`src/rtl/gbe_tx_framer.sv`:
```
// UDP/IPv4 frame transmitter: prepends Ethernet, IPv4 and UDP headers to a
// single-buffered payload, pads to minimum frame size and streams to the MAC.
module gbe_tx_framer #(
  parameter int unsigned MAX_PAYLOAD = 1472,
  parameter logic [7:0]  TTL         = 8'h40
) (
  input  logic        mac_clk,
  input  logic        mac_rst_n,
  input  logic        local_enable,
  input  logic [47:0] local_mac,
  input  logic [31:0] local_ip,
  input  logic [15:0] local_port,
  input  logic [47:0] dest_mac,
  input  logic [31:0] dest_ip,
  input  logic [15:0] dest_port,
  input  logic        pkt_ready,
  input  logic [10:0] pkt_size,
  output logic        pkt_ack,
  output logic        pkt_err,
  output logic [10:0] pld_addr,
  input  logic [7:0]  pld_data,
  output logic [7:0]  mac_tx_data,
  output logic        mac_tx_dvld,
  input  logic        mac_tx_ack
);

  localparam int unsigned IDX_W     = 11;
  localparam int unsigned HDR_LEN   = 42;
  localparam int unsigned HDR_W     = HDR_LEN * 8;
  localparam int unsigned MIN_FRAME = 60;
  localparam int unsigned PREFETCH  = 40;

  typedef enum logic [2:0] {
    S_IDLE, S_CALC, S_WAIT_ACK, S_HDR, S_DATA, S_PAD, S_DONE
  } state_t;

  state_t            state;
  logic [47:0]       lat_local_mac, lat_dest_mac;
  logic [31:0]       lat_local_ip, lat_dest_ip;
  logic [15:0]       lat_local_port, lat_dest_port;
  logic [IDX_W-1:0]  lat_size;
  logic [15:0]       ip_id;
  logic [15:0]       csum;
  logic [19:0]       csum_acc;
  logic [1:0]        calc_cnt;
  logic [IDX_W-1:0]  idx;

  logic [15:0]       size16, ip_len, udp_len;
  logic [19:0]       csum_sum;
  logic [HDR_W-1:0]  hdr_vec, hdr_shift;
  logic [7:0]        hdr_byte;
  logic [IDX_W-1:0]  next_idx, last_idx, pld_stop, pld_end;

  assign size16  = 16'(lat_size);
  assign ip_len  = size16 + 16'd28;
  assign udp_len = size16 + 16'd8;

  // Raw one's-complement sum of the IPv4 header words, checksum word as zero
  assign csum_sum = 20'h04500 + 20'(ip_len) + 20'(ip_id) + 20'h04000 + 20'({TTL, 8'h11})
                  + 20'(lat_local_ip[31:16]) + 20'(lat_local_ip[15:0])
                  + 20'(lat_dest_ip[31:16]) + 20'(lat_dest_ip[15:0]);

  assign hdr_vec = {lat_dest_mac, lat_local_mac, 16'h0800, 16'h4500, ip_len, ip_id,
                    16'h4000, TTL, 8'h11, csum, lat_local_ip, lat_dest_ip,
                    lat_local_port, lat_dest_port, udp_len, 16'h0000};

  assign next_idx  = idx + IDX_W'(1);
  assign hdr_shift = hdr_vec << {next_idx, 3'b000};
  assign hdr_byte  = hdr_shift[HDR_W-1 -: 8];
  assign pld_stop  = lat_size + IDX_W'(HDR_LEN);
  assign pld_end   = lat_size + IDX_W'(PREFETCH);
  assign last_idx  = (lat_size < IDX_W'(MIN_FRAME - HDR_LEN)) ? IDX_W'(MIN_FRAME - 1)
                                                              : lat_size + IDX_W'(HDR_LEN - 1);

  always_ff @(posedge mac_clk or negedge mac_rst_n) begin
    if (!mac_rst_n) begin
      state          <= S_IDLE;
      lat_local_mac  <= '0;
      lat_dest_mac   <= '0;
      lat_local_ip   <= '0;
      lat_dest_ip    <= '0;
      lat_local_port <= '0;
      lat_dest_port  <= '0;
      lat_size       <= '0;
      ip_id          <= '0;
      csum           <= '0;
      csum_acc       <= '0;
      calc_cnt       <= '0;
      idx            <= '0;
      pkt_ack        <= 1'b0;
      pkt_err        <= 1'b0;
      pld_addr       <= '0;
      mac_tx_data    <= '0;
      mac_tx_dvld    <= 1'b0;
    end else begin
      pkt_err <= 1'b0;
      case (state)
        S_IDLE: begin
          pld_addr <= '0;
          if (pkt_ready && local_enable) begin
            lat_local_mac  <= local_mac;
            lat_dest_mac   <= dest_mac;
            lat_local_ip   <= local_ip;
            lat_dest_ip    <= dest_ip;
            lat_local_port <= local_port;
            lat_dest_port  <= dest_port;
            lat_size       <= pkt_size;
            if (pkt_size == '0 || 32'(pkt_size) > MAX_PAYLOAD) begin
              pkt_err <= 1'b1;
              pkt_ack <= 1'b1;
              state   <= S_DONE;
            end else begin
              calc_cnt <= '0;
              state    <= S_CALC;
            end
          end
        end

        // Sum, first fold, then second fold with inversion
        S_CALC: begin
          calc_cnt <= calc_cnt + 2'd1;
          case (calc_cnt)
            2'd0:    csum_acc <= csum_sum;
            2'd1:    csum_acc <= 20'(csum_acc[15:0]) + 20'(csum_acc[19:16]);
            default: begin
              csum        <= ~(csum_acc[15:0] + 16'(csum_acc[19:16]));
              mac_tx_dvld <= 1'b1;
              mac_tx_data <= lat_dest_mac[47:40];
              idx         <= '0;
              state       <= S_WAIT_ACK;
            end
          endcase
        end

        S_WAIT_ACK, S_HDR, S_DATA, S_PAD: begin
          if (state != S_WAIT_ACK || mac_tx_ack) begin
            if (idx == last_idx) begin
              mac_tx_dvld <= 1'b0;
              mac_tx_data <= '0;
              pkt_ack     <= 1'b1;
              ip_id       <= ip_id + 16'd1;
              state       <= S_DONE;
            end else begin
              idx <= next_idx;
              if (next_idx < IDX_W'(HDR_LEN)) begin
                mac_tx_data <= hdr_byte;
                state       <= S_HDR;
              end else if (next_idx < pld_stop) begin
                mac_tx_data <= pld_data;
                state       <= S_DATA;
              end else begin
                mac_tx_data <= 8'h00;
                state       <= S_PAD;
              end
              // Read address leads the output by two so registered pld_data lines up
              if (next_idx >= IDX_W'(PREFETCH) && next_idx < pld_end)
                pld_addr <= next_idx - IDX_W'(PREFETCH);
            end
          end
        end

        S_DONE: begin
          if (!pkt_ready) begin
            pkt_ack <= 1'b0;
            state   <= S_IDLE;
          end
        end

        default: state <= S_IDLE;
      endcase
    end
  end

endmodule
```
`config.mk`:
```
export PLATFORM = sky130hd
export DESIGN_NAME = gbe_tx_framer
export DESIGN_NICKNAME = d
export VERILOG_FILES = /design/src/rtl/gbe_tx_framer.sv
export SDC_FILE = /design/constraint.sdc
export NUM_CORES = 1
export LEC_CHECK = 0
export CAP_MARGIN = 20
export CORE_AREA = 10 10 254 183
export CTS_BUF_LIST = sky130_fd_sc_hd__clkbuf_2 sky130_fd_sc_hd__clkbuf_4 sky130_fd_sc_hd__clkbuf_8
export CTS_CLUSTER_DIAMETER = 80
export DETAILED_ROUTE_END_ITERATION = 8
export DIE_AREA = 0 0 264 193
export PLACE_DENSITY = 0.73
export SLEW_MARGIN = 15
export SYNTH_ARGS = -nofsm -noshare
export SYNTH_HDL_FRONTEND = slang
export SYNTH_SLANG_ARGS = --single-unit
```
`constraint.sdc`:
```
create_clock -name mac_clk -period 11.4 [get_ports mac_clk]
set_input_delay 1.71 -clock mac_clk [delete_from_list [all_inputs] [get_ports mac_clk]]
set_output_delay 1.71 -clock mac_clk [all_outputs]
set_load 0.1 [all_outputs]
```
==> run metrics <==
Crit Path Class=flip-flop to flip-flop; flops & latches, synth=292; synth warn=0; GR Util All Layers=0.238; Slew headroom=0.280; Mapped Cells=1743; measured slew at the worst slew-check pin=1.08 ns; final hold violation count=0; Post-DRT Antenna Nets=0; FFs w/ async S/R, synth=1.00; initial DRC count=1587; clock latency on the worst-skew pair=0.65 ns; WL per Instance=24.5 um; syn avg cell area=10.6 um^2; post-CTS setup buffers=0; first-pass GRT wire length=93900 um; Die Y=193 um; cts repair resizes=0; First-pass DRT Iterations=5; Total Wirelength=62300 um; fmax=170 MHz; Synth Cell Area=0.0185 mm^2; Core Area=0.0418 mm^2; CTS sink count=292; register area share after synthesis=0.394; Die Wd=264 um; CP endpoint kind=flip-flop; Placement Rows=63; Post-synth EDFFs=0; CP max FO=12; layout cells sized above 1=0.185; Port Buf Inserts=237; Synthesized Nets=2096; endpoints failing setup=0; hold_buf cts=0; Yosys cell types=81; vias=15.1k; root buf cell=clkbuf_8; clock slew at reported path FFs=0.08 ns; CTS H-tree depth=2; area of the die=0.0510 mm^2; area of the multi-input gates=0.0104 mm^2; Worst Path Required=11.92 ns; GRT overflow=0; CTS tree=built; Placed Instance Area=0.0214 mm^2; antenna violations before repair=7; fin nets=2300; detailed placer's ending HPWL=47500 um; post-route DRC violation count=0; Ports=238; final critical-path required period=5.88 ns; WP data arrival=6.40 ns; CTS Buffer Depth=3; status=finished clean; area delta synth->final=21.3%; Initial Util=0.444; fillers=3656; Final TNS setup=0 ns; period utilization=0.516; Max Slew Vio Count=0; Top FF cell, synth=dfrtp_1; Max Cap Viol=0; design area=0.0225 mm^2; vias per inst=5.94; vias in the first global route=15.1k; Routability Congestion=0.941; RSZ-0062 raised after global routing=false; CP startpoint kind=flip-flop; CTS buffer count=48; largest net degree at the start of global routing=84; clock skew after layout=0.0570 ns; Hold WC Path Type=flip-flop to flip-flop; register area=0.00731 mm^2
sequential cells by signal, summed over array words and instances (netlist names):
signal and cells:
mac_tx_data 8, lat_dest_mac 48, idx 11, csum 16
mac_tx_dvld 1, state 3, lat_dest_ip 32, lat_local_port 16
pld_addr 11, lat_size 11, pkt_ack 1, ip_id 16
lat_dest_port 16, lat_local_mac 48, lat_local_ip 32, pkt_err 1
csum_acc 19, calc_cnt 2
kinds of logic after synthesis:
kind of cell,Yosys count,share of synthesized area
buffers and inverters,234,0.0492
AND/OR/NAND/NOR,383,0.100
XOR/XNOR,91,0.0437
adder cells (fa/ha/maj),137,0.116
flip-flops,292,0.394
AO/OA/AOI/OAI,362,0.125
multiplexers,244,0.171
worst max-delay path: stages, from the launching register on:
cell,delay (ns)
dfrtp_1,0.58
inv_1,0.23
ha_1,0.24
a21boi_0,0.43
nor3_1,0.13
xnor2_1,0.37
fa_1,0.50
fa_1,0.40
fa_1,0.49
fa_1,0.54
inv_1,0.04
ha_1,0.37
nand4_1,0.11
or3_1,0.38
a31oi_1,0.26
o21ai_0,0.16
a21oi_1,0.21
nor3_1,0.07
a211o_1,0.26
cell usage in the layout, fill, tap and decap left out, types with 39 or more instances in the layout:
| master | n |
|---|---|
| fa_1 | 59 |
| nand3_1 | 43 |
| a21oi_1 | 82 |
| dfrtp_1 | 291 |
| clkbuf_8 | 62 |
| clkdlybuf4s50_1 | 236 |
| o21ai_0 | 104 |
| inv_1 | 122 |
| ha_1 | 77 |
| mux4_2 | 39 |
| xnor2_1 | 64 |
| nand2_1 | 126 |
| mux2_2 | 189 |
| nor2_1 | 81 |
path summary, 6_finish.rpt:
check,start,end,slack (ns),depth (start not counted)
hold / removal,csum[8],csum[8],0.48,2
max in group asynchronous,mac_rst_n,idx[0],8.94,2
setup / recovery,lat_size[3],csum_acc[17],5.52,18
hold reg to reg,csum[8],csum[8],0.48,2
min in group asynchronous,mac_rst_n,idx[5],1.07,1
setup reg to reg,lat_size[3],csum_acc[17],5.52,18
through the flow:
step / instances / hold slack [ns] / util / setup slack (ns)
floorplan: 1743 / 0.444 / - / 6.18
global placement: 2448 / 0.457 / 0.512 / 5.74
detailed placement: 2448 / 0.468 / 0.512 / 5.61
CTS: 2536 / 0.481 / 0.538 / 5.56
global route: 2539 / 0.500 / 0.538 / 5.16
finish: 2540 / 0.477 / 0.538 / 5.52
layout make-up:
| class | count | share of cell area |
|---|---|---|
| multi-input combinational | 1217 | 0.460 |
| sequential | 292 | 0.325 |
| timing repair buffer | 263 | 0.115 |
| clock buffer | 76 | 0.0426 |
| tap | 552 | 0.0307 |
| inverter | 125 | 0.0209 |
| clock inverter | 12 | 0.00506 |
| antenna | 3 | 0.000334 |
cell usage after synthesis, types with 39 or more instances:
cell | number | area [um^2]
a21oi_1 | 82 | 410
clkbuf_1 | 90 | 338
dfrtp_1 | 292 | 7310
fa_1 | 59 | 1180
ha_1 | 78 | 976
inv_1 | 122 | 458
mux2_2 | 189 | 2130
mux4_2 | 39 | 878
nand2_1 | 126 | 473
nand3_1 | 43 | 215
nor2_1 | 83 | 312
o21ai_0 | 105 | 526
xnor2_1 | 66 | 578
layer usage:
| metal | vias up | part of all wire | routed length, um | GRT usage |
|---|---|---|---|---|
| met1 | 7609 | 0.46 | 28500 | 0.349 |
| met2 | 690 | 0.43 | 26500 | 0.347 |
| li1 | 6669 | - | - | - |
| met5 | - | 0.0013 | 80 | 0 |
| met3 | 104 | 0.093 | 5800 | 0.0604 |
| met4 | 10 | 0.021 | 1330 | 0.0581 |
Power is left out: the tool's default activity adds up to more than one toggle a clock period on the data nets, which glitch-free logic cannot reach.
